[src/rtl/mem_access_unit_if.sv]
// Data-bus interface between the memory access unit (master) and the memory/bus fabric (slave).
// One req/ack transaction moves one aligned word; rdata is valid alongside ack on loads.
interface mem_access_unit_if;
   logic        o_MemReq_1;
   logic        o_MemWe_1;
   logic [31:0] o_MemAddr_32;
   logic [3:0]  o_MemWstrb_4;
   logic [31:0] o_MemWdata_32;
   logic        i_MemAck_1;
   logic [31:0] i_MemRdata_32;

   modport master (
      output o_MemReq_1, o_MemWe_1, o_MemAddr_32, o_MemWstrb_4, o_MemWdata_32,
      input  i_MemAck_1, i_MemRdata_32
   );

   modport slave (
      input  o_MemReq_1, o_MemWe_1, o_MemAddr_32, o_MemWstrb_4, o_MemWdata_32,
      output i_MemAck_1, i_MemRdata_32
   );
endinterface

[src/rtl/mem_access_unit.sv]
// MEM-stage load/store unit: one req/ack bus transaction per access, store lane alignment,
// load extraction with sign/zero extension, pipeline stall, misalign and timeout reporting.
module mem_access_unit #(
   parameter int unsigned TIMEOUT_CYCLES = 255
) (
   input  logic        clk,
   input  logic        rst_n,
   input  logic        i_Valid_1,
   input  logic        i_Load_1,
   input  logic        i_Store_1,
   input  logic        i_LoadUnsigned_1,
   input  logic [1:0]  i_LoadStoreWidth_2,
   input  logic [31:0] i_Addr_32,
   input  logic [31:0] i_StoreData_32,
   output logic        o_Stall_1,
   output logic [31:0] o_LoadData_32,
   output logic        o_LoadDataValid_1,
   output logic        o_MisalignExc_1,
   output logic        o_BusErr_1,
   mem_access_unit_if.master bus
);
   localparam int unsigned CNT_W = (TIMEOUT_CYCLES > 255) ? $clog2(TIMEOUT_CYCLES + 1) : 8;
   localparam logic [CNT_W-1:0] TIMEOUT_VAL = CNT_W'(TIMEOUT_CYCLES);

   typedef enum logic [1:0] {IDLE, REQ, DONE, FAULT} state_t;

   state_t            state_q, state_d;
   logic [31:0]       addr_q, addr_d;
   logic [1:0]        off_q, off_d;
   logic [1:0]        width_q, width_d;
   logic              uns_q, uns_d;
   logic              is_load_q, is_load_d;
   logic              we_q, we_d;
   logic [3:0]        wstrb_q, wstrb_d;
   logic [31:0]       wdata_q, wdata_d;
   logic [CNT_W-1:0]  cnt_q, cnt_d;
   logic [31:0]       load_data_q, load_data_d;
   logic              bus_err_q, bus_err_d;

   logic              acc;
   logic              misaligned;
   logic              stall;
   logic [3:0]        strb_new;
   logic [31:0]       wdata_new;
   logic [31:0]       rdata_shift;
   logic [31:0]       load_ext;
   logic [CNT_W-1:0]  cnt_inc;

   assign acc = i_Valid_1 & (i_Load_1 | i_Store_1);

   always_comb begin
      misaligned = 1'b0;
      case (i_LoadStoreWidth_2)
         2'b01:   misaligned = i_Addr_32[0];
         2'b10:   misaligned = |i_Addr_32[1:0];
         2'b11:   misaligned = 1'b1;
         default: misaligned = 1'b0;
      endcase
   end

   // Store lanes: replicate the low bytes so every enabled lane already holds the right data.
   always_comb begin
      strb_new  = 4'b1111;
      wdata_new = i_StoreData_32;
      case (i_LoadStoreWidth_2)
         2'b00: begin
            strb_new  = 4'b0001 << i_Addr_32[1:0];
            wdata_new = {4{i_StoreData_32[7:0]}};
         end
         2'b01: begin
            strb_new  = 4'b0011 << i_Addr_32[1:0];
            wdata_new = {2{i_StoreData_32[15:0]}};
         end
         default: begin
            strb_new  = 4'b1111;
            wdata_new = i_StoreData_32;
         end
      endcase
      if (i_Load_1) begin
         strb_new = 4'b0000;
      end
   end

   always_comb begin
      rdata_shift = bus.i_MemRdata_32 >> {off_q, 3'b000};
      load_ext    = bus.i_MemRdata_32;
      case (width_q)
         2'b00:   load_ext = uns_q ? {24'd0, rdata_shift[7:0]}
                                   : {{24{rdata_shift[7]}}, rdata_shift[7:0]};
         2'b01:   load_ext = uns_q ? {16'd0, rdata_shift[15:0]}
                                   : {{16{rdata_shift[15]}}, rdata_shift[15:0]};
         default: load_ext = bus.i_MemRdata_32;
      endcase
   end

   assign cnt_inc = (cnt_q == {CNT_W{1'b1}}) ? cnt_q : cnt_q + CNT_W'(1);

   always_comb begin
      state_d     = state_q;
      addr_d      = addr_q;
      off_d       = off_q;
      width_d     = width_q;
      uns_d       = uns_q;
      is_load_d   = is_load_q;
      we_d        = we_q;
      wstrb_d     = wstrb_q;
      wdata_d     = wdata_q;
      cnt_d       = cnt_q;
      load_data_d = load_data_q;
      bus_err_d   = 1'b0;
      stall       = 1'b0;
      case (state_q)
         IDLE: begin
            if (acc) begin
               stall = 1'b1;
               if (misaligned) begin
                  state_d = FAULT;
               end else begin
                  state_d   = REQ;
                  addr_d    = {i_Addr_32[31:2], 2'b00};
                  off_d     = i_Addr_32[1:0];
                  width_d   = i_LoadStoreWidth_2;
                  uns_d     = i_LoadUnsigned_1;
                  is_load_d = i_Load_1;
                  we_d      = ~i_Load_1;
                  wstrb_d   = strb_new;
                  wdata_d   = wdata_new;
                  cnt_d     = '0;
               end
            end
         end
         REQ: begin
            stall = 1'b1;
            // Ack takes priority over a timeout landing in the same cycle.
            if (bus.i_MemAck_1) begin
               state_d = DONE;
               if (is_load_q) begin
                  load_data_d = load_ext;
               end
            end else if ((TIMEOUT_CYCLES != 0) && (cnt_inc == TIMEOUT_VAL)) begin
               state_d   = IDLE;
               bus_err_d = 1'b1;
            end else begin
               cnt_d = cnt_inc;
            end
         end
         DONE:    state_d = IDLE;
         FAULT:   state_d = IDLE;
         default: state_d = IDLE;
      endcase
   end

   always_ff @(posedge clk or negedge rst_n) begin
      if (!rst_n) begin
         state_q     <= IDLE;
         addr_q      <= '0;
         off_q       <= '0;
         width_q     <= '0;
         uns_q       <= 1'b0;
         is_load_q   <= 1'b0;
         we_q        <= 1'b0;
         wstrb_q     <= '0;
         wdata_q     <= '0;
         cnt_q       <= '0;
         load_data_q <= '0;
         bus_err_q   <= 1'b0;
      end else begin
         state_q     <= state_d;
         addr_q      <= addr_d;
         off_q       <= off_d;
         width_q     <= width_d;
         uns_q       <= uns_d;
         is_load_q   <= is_load_d;
         we_q        <= we_d;
         wstrb_q     <= wstrb_d;
         wdata_q     <= wdata_d;
         cnt_q       <= cnt_d;
         load_data_q <= load_data_d;
         bus_err_q   <= bus_err_d;
      end
   end

   assign o_Stall_1         = stall;
   assign o_LoadData_32     = load_data_q;
   assign o_LoadDataValid_1 = (state_q == DONE) & is_load_q;
   assign o_MisalignExc_1   = (state_q == FAULT);
   assign o_BusErr_1        = bus_err_q;

   assign bus.o_MemReq_1    = (state_q == REQ);
   assign bus.o_MemWe_1     = we_q;
   assign bus.o_MemAddr_32  = addr_q;
   assign bus.o_MemWstrb_4  = wstrb_q;
   assign bus.o_MemWdata_32 = wdata_q;
endmodule

[src/flat_wrapper.sv]
// flat-port wrapper written by rule: the top's interface ports become plain ports
module mem_access_unit_flat 
#(
   parameter int unsigned TIMEOUT_CYCLES = 255
)
  (clk, rst_n, i_Valid_1, i_Load_1, i_Store_1, i_LoadUnsigned_1, i_LoadStoreWidth_2, i_Addr_32, i_StoreData_32, o_Stall_1, o_LoadData_32, o_LoadDataValid_1, o_MisalignExc_1, o_BusErr_1, bus_o_MemReq_1, bus_o_MemWe_1, bus_o_MemAddr_32, bus_o_MemWstrb_4, bus_o_MemWdata_32, bus_i_MemAck_1, bus_i_MemRdata_32);
  mem_access_unit_if bus_i ();
  input  logic clk;
  input  logic rst_n;
  input  logic i_Valid_1;
  input  logic i_Load_1;
  input  logic i_Store_1;
  input  logic i_LoadUnsigned_1;
  input  logic [1:0] i_LoadStoreWidth_2;
  input  logic [31:0] i_Addr_32;
  input  logic [31:0] i_StoreData_32;
  output logic o_Stall_1;
  output logic [31:0] o_LoadData_32;
  output logic o_LoadDataValid_1;
  output logic o_MisalignExc_1;
  output logic o_BusErr_1;
  output wire logic [$bits(bus_i.o_MemReq_1)-1:0] bus_o_MemReq_1;
  output wire logic [$bits(bus_i.o_MemWe_1)-1:0] bus_o_MemWe_1;
  output wire logic [$bits(bus_i.o_MemAddr_32)-1:0] bus_o_MemAddr_32;
  output wire logic [$bits(bus_i.o_MemWstrb_4)-1:0] bus_o_MemWstrb_4;
  output wire logic [$bits(bus_i.o_MemWdata_32)-1:0] bus_o_MemWdata_32;
  input wire logic [$bits(bus_i.i_MemAck_1)-1:0] bus_i_MemAck_1;
  input wire logic [$bits(bus_i.i_MemRdata_32)-1:0] bus_i_MemRdata_32;
  assign bus_o_MemReq_1 = bus_i.o_MemReq_1;
  assign bus_o_MemWe_1 = bus_i.o_MemWe_1;
  assign bus_o_MemAddr_32 = bus_i.o_MemAddr_32;
  assign bus_o_MemWstrb_4 = bus_i.o_MemWstrb_4;
  assign bus_o_MemWdata_32 = bus_i.o_MemWdata_32;
  assign bus_i.i_MemAck_1 = bus_i_MemAck_1;
  assign bus_i.i_MemRdata_32 = bus_i_MemRdata_32;
  mem_access_unit #(.TIMEOUT_CYCLES(TIMEOUT_CYCLES)) u_core (.clk(clk), .rst_n(rst_n), .i_Valid_1(i_Valid_1), .i_Load_1(i_Load_1), .i_Store_1(i_Store_1), .i_LoadUnsigned_1(i_LoadUnsigned_1), .i_LoadStoreWidth_2(i_LoadStoreWidth_2), .i_Addr_32(i_Addr_32), .i_StoreData_32(i_StoreData_32), .o_Stall_1(o_Stall_1), .o_LoadData_32(o_LoadData_32), .o_LoadDataValid_1(o_LoadDataValid_1), .o_MisalignExc_1(o_MisalignExc_1), .o_BusErr_1(o_BusErr_1), .bus(bus_i));
endmodule
[config.mk]
export PLATFORM = sky130hd
export DESIGN_NAME = mem_access_unit_flat
export DESIGN_NICKNAME = d
export VERILOG_FILES = /design/src/rtl/mem_access_unit_if.sv /design/src/rtl/mem_access_unit.sv /design/src/flat_wrapper.sv
export SDC_FILE = /design/constraint.sdc
export NUM_CORES = 1
export LEC_CHECK = 0
export CAP_MARGIN = 20
export CELL_PAD_IN_SITES_DETAIL_PLACEMENT = 0
export CELL_PAD_IN_SITES_GLOBAL_PLACEMENT = 1
export CORE_ASPECT_RATIO = 0.7
export CORE_MARGIN = 2
export CORE_UTILIZATION = 32
export CTS_BUF_LIST = sky130_fd_sc_hd__clkbuf_16
export DETAILED_ROUTE_END_ITERATION = 8
export GPL_ROUTABILITY_DRIVEN = 0
export PLACE_DENSITY = 0.92
export SLEW_MARGIN = 20
export SYNTH_ARGS = -nofsm -noshare
export SYNTH_HDL_FRONTEND = slang
export SYNTH_SLANG_ARGS = --single-unit
[constraint.sdc]
create_clock -name clk -period 2.8 [get_ports clk]
set_input_delay 0.42 -clock clk [delete_from_list [all_inputs] [get_ports clk]]
set_output_delay 0.42 -clock clk [all_outputs]
set_load 0.005 [all_outputs]
# Word-level counts from Yosys, hierarchy flattened
# Index checks and enable logic that the tools add are counted.
dict set report op_classes {
  n_addsub 1
  n_mul 0
  n_div 0
  order_cmp 0
  eq_ne 14
  shift 3
  n_mux 23
  bitwise_logic 5
  n_reduce_logical 10
}
# op n
set op_table {}
lappend op_table {{case mux 32 bit (2 select lines)} 2}
lappend op_table {{two-way mux 32 bit} 2}
lappend op_table {{two-way mux 8 bit} 5}
lappend op_table {{>> shifter 32 x 5 -> 16 bit} 1}
lappend op_table {{== test 8 bit (second input constant)} 2}
lappend op_table {{case mux 8 bit (2 select lines)} 1}
lappend op_table {{adder 8 x 1 -> 8 bit (second input constant)} 1}
lappend op_table {{== test 2 bit (second input constant)} 4}
lappend op_table {{two-way mux 2 bit} 4}
lappend op_table {{case mux 4 bit (2 select lines)} 1}
lappend op_table {{== test 2 x 1 -> 1 bit (second input constant)} 3}
lappend op_table {{zero test 2 bit} 3}
lappend op_table {{!= test 2 bit (second input constant)} 3}
lappend op_table {{case mux 2 bit (3 select lines)} 1}
lappend op_table {{AND reduction 3 bit} 2}
lappend op_table {{AND reduction 5 bit} 1}
lappend op_table {{two-way mux 1 bit} 4}
lappend op_table {{two-way mux 4 bit} 1}
lappend op_table {{OR reduction 2 bit} 2}
lappend op_table {{<< shifter 1 x 2 -> 4 bit (first input constant)} 1}
lappend op_table {{<< shifter 2 x 2 -> 4 bit (first input constant)} 1}
lappend op_table {{!= test 3 x 1 -> 1 bit (second input constant)} 1}
lappend op_table {{case mux 1 bit (3 select lines)} 1}
lappend op_table {{AND 1 bit} 2}
lappend op_table {{6 further kinds} 7}
dict set report totals {
  register_bits 116
  latchBits 0
  ramBits 0
  romBits 0
  out_inout_bits 106
  elab_cells 68
  mem_count 0
}

# Logic depth before layout (Yosys ltp)
# Gate-level depths: netlist of run 1.
dict set report logic_depth {
  word_depth 6
  depth_mapped 9
}

# Worst setup path before layout of run 1
# No wires, ideal clock.
dict set report synth_path {
  path_kind {flip-flop to flip-flop}
  start {register u_core.cnt_q[0]}
  end {register u_core.cnt_q[3]}
  setup_time_ps 92
  arrival_time_ps 2074
  path_slack_ps 634
  stages_incl_launch_ff 9
  path_buffers 1
  cell_sequence {dfrtp_1 -> ha_1 -> nand4_2 -> or3_1 -> a31oi_2 -> nor4_2 -> or3_1 -> buf_6 -> o31ai_2}
}
dict set report synth_via {
  elab_chain_len 5
}
# item line
set synth_lines {}
lappend synth_lines {{start: declaration} mem_access_unit.sv:36} ;# logic [CNT_W-1:0] cnt_q, cnt_d;
lappend synth_lines {{start signal: assignment} mem_access_unit.sv:177} ;# cnt_q <= cnt_d;
lappend synth_lines {{adder 8 x 1 -> 8 bit or == test 8 bit (tied branches)} mem_access_unit.sv:96} ;# assign cnt_inc = (cnt_q == {CNT_W{1'b1}}) ? cnt_q : cnt_q + CNT_W'(1);
lappend synth_lines {{two-way mux 8 bit (*)} mem_access_unit.sv:96}
lappend synth_lines {{== test 8 bit or two-way mux 8 bit (tied branches)} mem_access_unit.sv:140} ;# end else if ((TIMEOUT_CYCLES != 0) && (cnt_inc == TIMEOUT_VAL)) begin
lappend synth_lines {{!= test 2 bit (no source line) or two-way mux 8 bit (tied branches)} --}
lappend synth_lines {{AND reduction 5 bit (no source line) or case mux 8 bit (2 select lines) (tied branches)} --}
# Every way passes the cells marked *; elsewhere a longest branch is shown, timed or not. The select of a mux whose other input is x is not followed.
# A chain may end at the register's enable or synchronous reset.

# Worst setup path in the final report of run 1
dict set report layout_path {
  start {register u_core.cnt_q[1]}
  end {register u_core.cnt_q[4]}
}
# The elaborated chain is that of the path after synthesis.

==> flow_summary.ini, run 1 <==
[outcome]
status = finished, final reports clean

[worst_setup_path]
slowest_stage = or3_1
worstSetupEndpointType = flip-flop
r2r_start = u_core.cnt_q[1]
critPathTopFamily = simple AND/OR/NAND/NOR gates
required_ns = 3.11
cpPeakStageDelay_ns = 0.50
cp.depth = 7
crit_type = flip-flop to flip-flop
crit_path_start_kind = flip-flop
worst_ep_arrival_time_ns = 2.76
crit_chain = ha_1 -> nand4_2 -> or3_1 -> a31oi_2 -> nor4_2 -> or3_1 -> o31ai_1
worst_r2r_endpoint = u_core.cnt_q[4]
crit_path_max_fanout = 8
critPathCapture = u_core.cnt_q[4]
path_buf_inv = 0
crit_start = u_core.cnt_q[1]
r2r_cells = 7
critPathMostFrequentCell = or3_1
r2r_setup_slack_ns = 0.35

[cells_and_area]
nets = 945
stdcell_area_um2 = 8440
fillers = 1623
antenna_cells = 0
area_growth_pct = 52.9
drive_above_1_share_pct = 6.92

[global_route]
grt_overflow = 0
grt_use_total_pct = 19.3
grt_first_pass_wirelength_mm = 27.7
grt_pass1_vias = 5159
grt_max_degree = 75
antenna_found_initial = 0

[clock_network]
ctsHtreeMaxLevel = 4
cts_buffer_depth = 2
cts_setup_buffers = 0
post_cts_resized = 0
cts_root_buffer = clkbuf_16
cts_sinks = 116
clk-insertion-delay-late_ns = 0.42
cts_tree = built
clk_pin_slew_ns = 0.06
ctsHoldBuffers = 1
numCtsBuffers = 17

[sta]
min_period_over_period_pct = 87.4
setup_viol = 0
max_clock_freq_mhz = 408
finalCriticalPeriod_ns = 2.45
setup_slack_ns = 0.352
setup_tns_ns = 0
clock_skew_ns = 0.00702
rsz0062_at_grt = no
finalHoldViolations = 0
worstMarginPinSlew_ns = 0.957
maxSlewHeadroom_pct = 36.0
maxSlewViolCount = 0

[power_and_ir_drop]
ir_drop_mv = 0.428
internal_power_w = 0.00561
pwr-share-comb_pct = 38.5
p_switching_w = 0.00276
powerDensity_nw_per_um2 = 991
p_sw_share_pct = 33.0
pwr-share-seq_pct = 35.7
pwr-share-clk_pct = 25.8
p_leak_nw = 3.74
total_power_w = 0.00837

[logic_synthesis]
synth_edf_count = 0
synth.yosys.warnings = 0
synth.distinct_cells = 47
synth.avg_cell_area_um2 = 8.63
syn_area_um2 = 5520
synth.yosys.seq_area_share_pct = 52.6
ys.flop_type = dfrtp_1
ys_ff_latch = 116
async_flop_share_pct = 100
synth_cells = 640

[floorplan]
coreArea_um2 = 17000
die_height_um = 114
rows = 40
initial_core_util_pct = 32.4
die_area_um2 = 18300
io_pins = 211
die_w_um = 161

[routing]
drt-pass1-iter-count = 4
num_vias = 5154
wl_mm = 17.1
drt_iter0_markers = 317
drc_errors = 0
via_per_inst = 4.76
wl_per_cell_um = 15.8
final_antenna_net_count = 0

[flow_run]
drv_cap = 0

[worst_hold_path]
min-delay-path-class = input port to async pin

[place]
place_ws_ns = 0.340
placed_area_um2 = 7850
portBuffers = 208
hpwl_mm = 12.0
[area by class of cell]
class	count	area (um^2)	area share, %
sequential	116	2900	34.4
multi-input combinational	475	2420	28.7
tap	231	289	3.42
timing repair buffer	224	2230	26.4
inverter	5	18.8	0.222
clock buffer	17	425	5.04
clock inverter	15	159	1.88
[routing by layer]
layer / track usage [%] / routed length [um]
met5: 0 / 0
met2: 28.0 / 7200
met1: 25.9 / 8000
met3: 7.96 / 1700
met4: 6.85 / 234
[flip-flops by register name, indices dropped and copies added, names as in the netlist]
name	flops
u_core.bus.o_MemAddr_32	30
u_core.bus.o_MemWdata_32	32
u_core.bus.o_MemWe_1	1
u_core.bus.o_MemWstrb_4	4
u_core.cnt_q	8
u_core.is_load_q	1
u_core.o_BusErr_1	1
u_core.o_LoadData_32	32
u_core.off_q	2
u_core.state_q	2
u_core.uns_q	1
u_core.width_q	2
[placed cells by master, fill, tap and decap left out, types with 3 or more instances in the layout]
cell type / n
nor3_1: 5
clkbuf_16: 17
nand3_1: 5
nand2_1: 208
clkdlybuf4s50_1: 207
a21oi_1: 46
nor2_1: 53
buf_4: 14
o21ai_0: 51
inv_1: 5
clkinvlp_4: 6
nand2b_1: 5
mux2i_1: 35
o31ai_1: 13
nor2b_1: 9
o22ai_1: 8
dfrtp_1: 116
clkinv_4: 3
[worst min path at each step]
stage,to,from
2_1_floorplan,u_core.bus.o_MemAddr_32[10],rst_n
5_1_grt,u_core.o_LoadData_32[5],rst_n
3_5_place_dp,u_core.o_LoadData_32[24],rst_n
3_3_place_gp,u_core.o_LoadData_32[17],rst_n
6_report,u_core.o_LoadData_32[8],rst_n
4_1_cts,u_core.o_LoadData_32[5],rst_n
[kinds of logic (layout without fill, tap and decap cells)]
| group | after synthesis | after routing | synth area share (%) |
|---|---|---|---|
| other | 1 | 2 | 0.0679 |
| DFF | 116 | 116 | 52.6 |
| xor gates and xnor gates | 2 | 2 | 0.317 |
| AOI/OAI and AO/OA | 134 | 134 | 14.3 |
| muxes | 35 | 35 | 6.35 |
| and+or+nand+nor | 301 | 301 | 22.4 |
| adders and majority gates | 1 | 1 | 0.227 |
| buffers and inverters | 50 | 261 | 3.83 |
[Yosys cell counts (2+ instances only)]
cell type / count / area, um^2
a21o_1: 2 / 15.0
a21oi_1: 46 / 230
a22oi_1: 2 / 15.0
and3_1: 2 / 12.5
buf_1: 2 / 7.51
buf_2: 2 / 10.0
buf_4: 3 / 22.5
clkbuf_1: 35 / 131
clkbuf_2: 2 / 10.0
dfrtp_1: 116 / 2900
inv_1: 5 / 18.8
mux2i_1: 35 / 350
nand2_1: 208 / 781
nand2b_1: 5 / 31.3
nand3_1: 5 / 25.0
nor2_1: 53 / 199
nor2b_1: 9 / 56.3
nor3_1: 6 / 30.0
nor4_1: 2 / 12.5
o21ai_0: 51 / 255
o22ai_1: 8 / 50.1
o31ai_1: 13 / 97.6
or3_1: 3 / 18.8
xnor2_1: 2 / 17.5
[stage by stage]
stage | utilization (%) | hold WS [ns] | cells
detailed placement | 46.1 | 0.359 | 1050
global placement | 46.1 | 0.362 | 1050
global route | 49.6 | 0.475 | 1083
floorplan | - | 0.124 | 641
finish | 49.6 | 0.461 | 1083
CTS | 49.6 | 0.461 | 1083
[power groups by stage]
| stage | Combinational, W | Sequential, W | Clock (W) |
|---|---|---|---|
| after floorplan | 0.00128 | 0.00289 | 0 |
| after global placement | 0.00319 | 0.00299 | 0 |
| after detailed placement | 0.00324 | 0.00300 | 0 |
| after CTS | 0.00326 | 0.00299 | 0.00221 |
| after global routing | 0.00357 | 0.00308 | 0.00229 |
| final | 0.00322 | 0.00298 | 0.00216 |
Power figures use the tool's default switching activity.
==> inputs of run 2 (changes only) <==
--- a/config.mk
+++ b/config.mk
@@ -9,11 +9,10 @@
 export CELL_PAD_IN_SITES_DETAIL_PLACEMENT = 0
 export CELL_PAD_IN_SITES_GLOBAL_PLACEMENT = 1
 export CORE_ASPECT_RATIO = 0.7
-export CORE_MARGIN = 2
+export CORE_MARGIN = 8
 export CORE_UTILIZATION = 32
 export CTS_BUF_LIST = sky130_fd_sc_hd__clkbuf_16
 export DETAILED_ROUTE_END_ITERATION = 8
-export GPL_ROUTABILITY_DRIVEN = 0
 export PLACE_DENSITY = 0.92
 export SLEW_MARGIN = 20
 export SYNTH_ARGS = -nofsm -noshare
==> run 2 against run 1 <==
Against the previous run:
- utilization fell by 0.088 points
- combinational power hardly changed
- register-to-register slack better by 0.08 ns
- fmax grew 2.8%
- sequential power is essentially flat
- clock power decreased by 2%
- sequential share of layout area rose by 0.061 points
- sequential cell count stayed put
- via count increased by 3.0%
- die area is 19% higher
- non-clock buffer count fell by 1
- final area is 0.18% lower
- critical endpoint is now bus_o_MemReq_1
==> flow_summary.ini, run 2 (synthesis results as in run 1) <==
[outcome]
status = finished, final reports clean

[sta]
maxSlewViolCount = 0
setup_tns_ns = 0
worstMarginPinSlew_ns = 0.934
finalHoldViolations = 0
maxSlewHeadroom_pct = 37.5
clock_skew_ns = 0.0116
setup_slack_ns = 0.418
rsz0062_at_grt = no
setup_viol = 0
min_period_over_period_pct = 85.1
finalCriticalPeriod_ns = 2.38
holdWs_ns = 0.101
max_clock_freq_mhz = 420

[place]
placed_cells = 1050
place_ws_ns = 0.221
hpwl_mm = 13.3
place.gp.congestion = 0.813
portBuffers = 208

[routing]
via_per_inst = 4.91
drt-pass1-iter-count = 5
wl_mm = 18.4
drt_iter0_markers = 389
final_antenna_net_count = 0
drc_errors = 0
wl_per_cell_um = 17.0
num_vias = 5311

[worst_setup_path]
cpPeakStageDelay_ns = 0.56
crit_type = flip-flop to output port
crit_path_max_fanout = 9
slowest_stage = clkdlybuf4s50_1
crit_chain = nand2b_1 -> inv_1 -> clkdlybuf4s50_1
r2r_cells = 7
worst_r2r_endpoint = u_core.cnt_q[3]
r2r_start = u_core.cnt_q[1]
path_buf_inv = 2
critPathTopFamily = buffers and inverters
worst_ep_arrival_time_ns = 1.96
required_ns = 2.38
crit_path_start_kind = flip-flop
r2r_setup_slack_ns = 0.43
worstSetupEndpointType = output port

[cells_and_area]
area_growth_pct = 52.7
antenna_cells = 0
final_cell_mix = 208 x nand2_1, 207 x clkdlybuf4s50_1, 116 x dfrtp_1, 53 x nor2_1, 51 x o21ai_0
drive_above_1_share_pct = 6.70
fin_util_pct = 49.5
final_common_cell = nand2_1
nets = 944
fin_cells = 1082

[global_route]
grt_use_total_pct = 17.0
grt_pass1_vias = 5340
grt_max_degree = 61
antenna_found_initial = 0
grt_first_pass_wirelength_mm = 30.0
grt_overflow = 0

[clock_network]
numCtsBuffers = 17
ctsHoldBuffers = 0
cts_sinks = 116
clk_pin_slew_ns = 0.06
cts_tree = built
clk-insertion-delay-late_ns = 0.42
cts_buffer_depth = 2
cts_setup_buffers = 0
ctsHtreeMaxLevel = 4
post_cts_resized = 0
cts_root_buffer = clkbuf_16

[floorplan]
initial_core_util_pct = 32.4
coreArea_um2 = 17000
io_pins = 211
rows = 40
die_height_um = 126
die_w_um = 173
die_area_um2 = 21800

[worst_hold_path]
min-delay-path-class = input port to async pin

[power_and_ir_drop]
p_switching_w = 0.00276
pwr-share-seq_pct = 35.8
p_leak_nw = 3.76
pwr-share-clk_pct = 25.3
pwr-share-comb_pct = 38.9
p_sw_share_pct = 33.0
internal_power_w = 0.00560
powerDensity_nw_per_um2 = 992
ir_drop_mv = 0.393

[flow_run]
drv_cap = 0
-- run 2: changes by cell type in the layout (fill, tap and decap cells not counted) --
cell	before	now
buf_12	2	3
buf_4	14	13
clkinv_1	0	1
clkinv_2	2	5
clkinv_4	3	2
clkinvlp_4	6	3
dlygate4sd3_1	1	0
inv_1	5	6
inv_6	2	1
-- run 2: worst reg2reg max path: stages (launching register included) --
cell and delay [ns]:
dfrtp_1 0.40, ha_1 0.33, nand4_2 0.17, or3_1 0.35, a31oi_2 0.22, nor4_2 0.06, or3_1 0.48, o31ai_2 0.27
-- run 2: worst max path at each step --
stage / from / end / slack, ns / cells after the start
global placement: i_LoadStoreWidth_2[0] / u_core.bus.o_MemWdata_32[17] / 0.25 / 7
global route: u_core.cnt_q[1] / u_core.cnt_q[1] / 0.27 / 7
floorplan: u_core.cnt_q[0] / u_core.cnt_q[3] / 0.63 / 8
CTS: u_core.state_q[1] / bus_o_MemReq_1 / 0.39 / 3
detailed placement: i_Load_1 / u_core.bus.o_MemWdata_32[11] / 0.22 / 7
finish: u_core.state_q[1] / bus_o_MemReq_1 / 0.42 / 3
-- run 2: metrics by stage --
step / instance area, um^2 / power, W
after floorplan: 5520 / 0.00417
after global placement: 7860 / 0.00625
after detailed placement: 7860 / 0.00629
after CTS: 8430 / 0.00847
after global routing: 8430 / 0.00896
final: 8430 / 0.00836
-- run 2: cell type report --
class                           count  area [um^2]
Clock buffer                       17          425
Clock inverter                     15          141
Fill cell                        1635         8590
Inverter                            5         18.8
Multi-Input combinational cell    475         2420
Sequential cell                   116         2900
Tap cell                          231          289
Timing Repair Buffer              223         2230
-- run 2: power groups by stage --
stage	clock network [W]	registers (W)	logic, W
after global placement	0	0.00300	0.00325
after detailed placement	0	0.00299	0.00330
after global routing	0.00224	0.00310	0.00362
final	0.00212	0.00299	0.00325
after CTS	0.00217	0.00299	0.00331
after floorplan	0	0.00289	0.00128
-- run 2: layer usage --
layer  global-route usage, %  vias up  routed length (um)
met5                       0        -                   0
met3                    7.85       24                2010
met2                    23.4      224                7630
met1                    23.0     2526                8470
met4                    5.81        0                 256
li1                        -     2537                   -
==> inputs of run 3 (changes only) <==
--- a/config.mk
+++ b/config.mk
@@ -10,10 +10,11 @@
 export CELL_PAD_IN_SITES_GLOBAL_PLACEMENT = 1
 export CORE_ASPECT_RATIO = 0.7
 export CORE_MARGIN = 8
-export CORE_UTILIZATION = 32
-export CTS_BUF_LIST = sky130_fd_sc_hd__clkbuf_16
+export CORE_UTILIZATION = 33
+export CTS_BUF_LIST = sky130_fd_sc_hd__clkbuf_8
 export DETAILED_ROUTE_END_ITERATION = 8
-export PLACE_DENSITY = 0.92
+export PLACE_DENSITY = 0.94
+export SKIP_LAST_GASP = 1
 export SLEW_MARGIN = 20
 export SYNTH_ARGS = -nofsm -noshare
 export SYNTH_HDL_FRONTEND = slang
==> run 3 against run 2 <==
Against the previous run:
- cell count decreased by 0.28%
- via count about the same
- register-to-register slack improved by 0.04 ns
- critical endpoint unchanged
==> flow_summary.ini, run 3 (synthesis results as in run 1) <==
[power_and_ir_drop]
p_sw_share_pct = 32.9
pwr-share-comb_pct = 40.6
p_switching_w = 0.00267
pwr-share-seq_pct = 36.8
powerDensity_nw_per_um2 = 972
pwr-share-clk_pct = 22.5
internal_power_w = 0.00543
p_leak_nw = 3.73
ir_drop_mv = 0.487

[worst_setup_path]
crit_type = flip-flop to output port
crit_path_start_kind = flip-flop
crit_path_max_fanout = 9
worst_ep_arrival_time_ns = 2.02
worstSetupEndpointType = output port
cpPeakStageDelay_ns = 0.59
r2r_cells = 7
required_ns = 2.38
r2r_setup_slack_ns = 0.47
crit_chain = nand2b_1 -> inv_1 -> clkdlybuf4s50_1
r2r_start = u_core.cnt_q[1]
slowest_stage = clkdlybuf4s50_1
worst_r2r_endpoint = u_core.cnt_q[4]

[sta]
rsz0062_at_grt = no
finalCriticalPeriod_ns = 2.44
max_clock_freq_mhz = 409
worstMarginPinSlew_ns = 0.907
setup_viol = 0
clock_skew_ns = 0.00888
setup_tns_ns = 0
maxSlewHeadroom_pct = 39.3
maxSlewViolCount = 0
min_period_over_period_pct = 87.3
holdWs_ns = 0.00760
finalHoldViolations = 0

[clock_network]
ctsHtreeMaxLevel = 4
clk-insertion-delay-late_ns = 0.44
numCtsBuffers = 17
cts_sinks = 116
ctsHoldBuffers = 0
cts_tree = built
cts_setup_buffers = 0
post_cts_resized = 0
clk_pin_slew_ns = 0.07
cts_buffer_depth = 2
cts_root_buffer = clkbuf_8

[routing]
wl_per_cell_um = 17.2
via_per_inst = 4.92
final_antenna_net_count = 0
num_vias = 5313
drc_errors = 0
drt_iter0_markers = 447
drt-pass1-iter-count = 5
wl_mm = 18.6

[place]
place.gp.congestion = 0.856
portBuffers = 208
placed_cells = 1048
hpwl_mm = 13.8

[global_route]
grt_first_pass_wirelength_mm = 29.6
grt_max_degree = 82
grt_pass1_vias = 5329
antenna_found_initial = 0
grt_overflow = 0
grt_use_total_pct = 17.7

[cells_and_area]
final_cell_mix = 208 x nand2_1, 207 x clkdlybuf4s50_1, 116 x dfrtp_1, 53 x nor2_1, 51 x o21ai_0
final_common_cell = nand2_1
drive_above_1_share_pct = 7.14
fin_cells = 1079
area_growth_pct = 50.8
antenna_cells = 0
nets = 948

[floorplan]
initial_core_util_pct = 33.8
die_area_um2 = 21200
coreArea_um2 = 16300
die_w_um = 171
die_height_um = 124
io_pins = 211
rows = 39

[outcome]
status = finished, final reports clean

[flow_run]
drv_cap = 0

[worst_hold_path]
min-delay-path-class = input port to async pin
## run 3: changes by cell type in the layout (fill, tap and decap cells not counted)
cell        previous run  this run
buf_4                 13        18
clkinvlp_4             3         1
clkbuf_8               0        20
clkinv_1               1         0
clkinv_4               2         0
clkinv_2               5         4
inv_6                  1         0
bufinv_16              2         5
buf_12                 3         2
clkbuf_16             17         0
## run 3: how the worst max path moves through the flow
stage | startpoint | to | slack, ns
2_1_floorplan | u_core.cnt_q[0] | u_core.cnt_q[3] | 0.63
3_3_place_gp | i_Load_1 | u_core.bus.o_MemWdata_32[23] | 0.35
3_5_place_dp | i_Addr_32[0] | u_core.bus.o_MemWdata_32[25] | 0.31
4_1_cts | u_core.state_q[1] | bus_o_MemReq_1 | 0.37
5_1_grt | u_core.state_q[1] | bus_o_MemReq_1 | 0.26
6_report | u_core.state_q[1] | bus_o_MemReq_1 | 0.36
## run 3: power groups by stage
stage | Clock, W | Combinational (W) | Sequential (W)
after floorplan | 0 | 0.00128 | 0.00289
after global placement | 0 | 0.00329 | 0.00299
after detailed placement | 0 | 0.00334 | 0.00299
after CTS | 0.00186 | 0.00334 | 0.00298
after global routing | 0.00195 | 0.00364 | 0.00308
final | 0.00182 | 0.00329 | 0.00298
## run 3: worst max-delay path: cells and delay by family (launching register included)
kind	cells	cell delay, ns
buffers and inverters	2	0.77
DFF	1	0.47
and+or+nand+nor	1	0.35
## run 3: metal layers
layer / vias up / wire length (um) / global-route usage [%]
li1: 2544 / - / -
met1: 2521 / 8400 / 23.1
met2: 236 / 7710 / 25.1
met3: 12 / 2290 / 9.02
met4: 0 / 186 / 4.68
met5: - / 0 / 0
## run 3: cell type report
cell class	count	area [um^2]
Timing Repair Buffer	227	2250
Multi-Input combinational cell	475	2420
Tap cell	225	282
Clock inverter	11	181
Sequential cell	116	2900
Clock buffer	20	275
Fill cell	1522	8020
Inverter	5	18.8
## run 3: metrics by stage
stage	power, W	instance area, um^2	utilization [%]	worst slack [ns]
2_1_floorplan	0.00417	5520	-	0.634
3_3_place_gp	0.00628	7870	48.1	0.352
3_5_place_dp	0.00632	7870	48.1	0.312
4_1_cts	0.00819	8330	50.9	0.365
5_1_grt	0.00867	8330	50.9	0.262
6_report	0.00809	8330	50.9	0.355
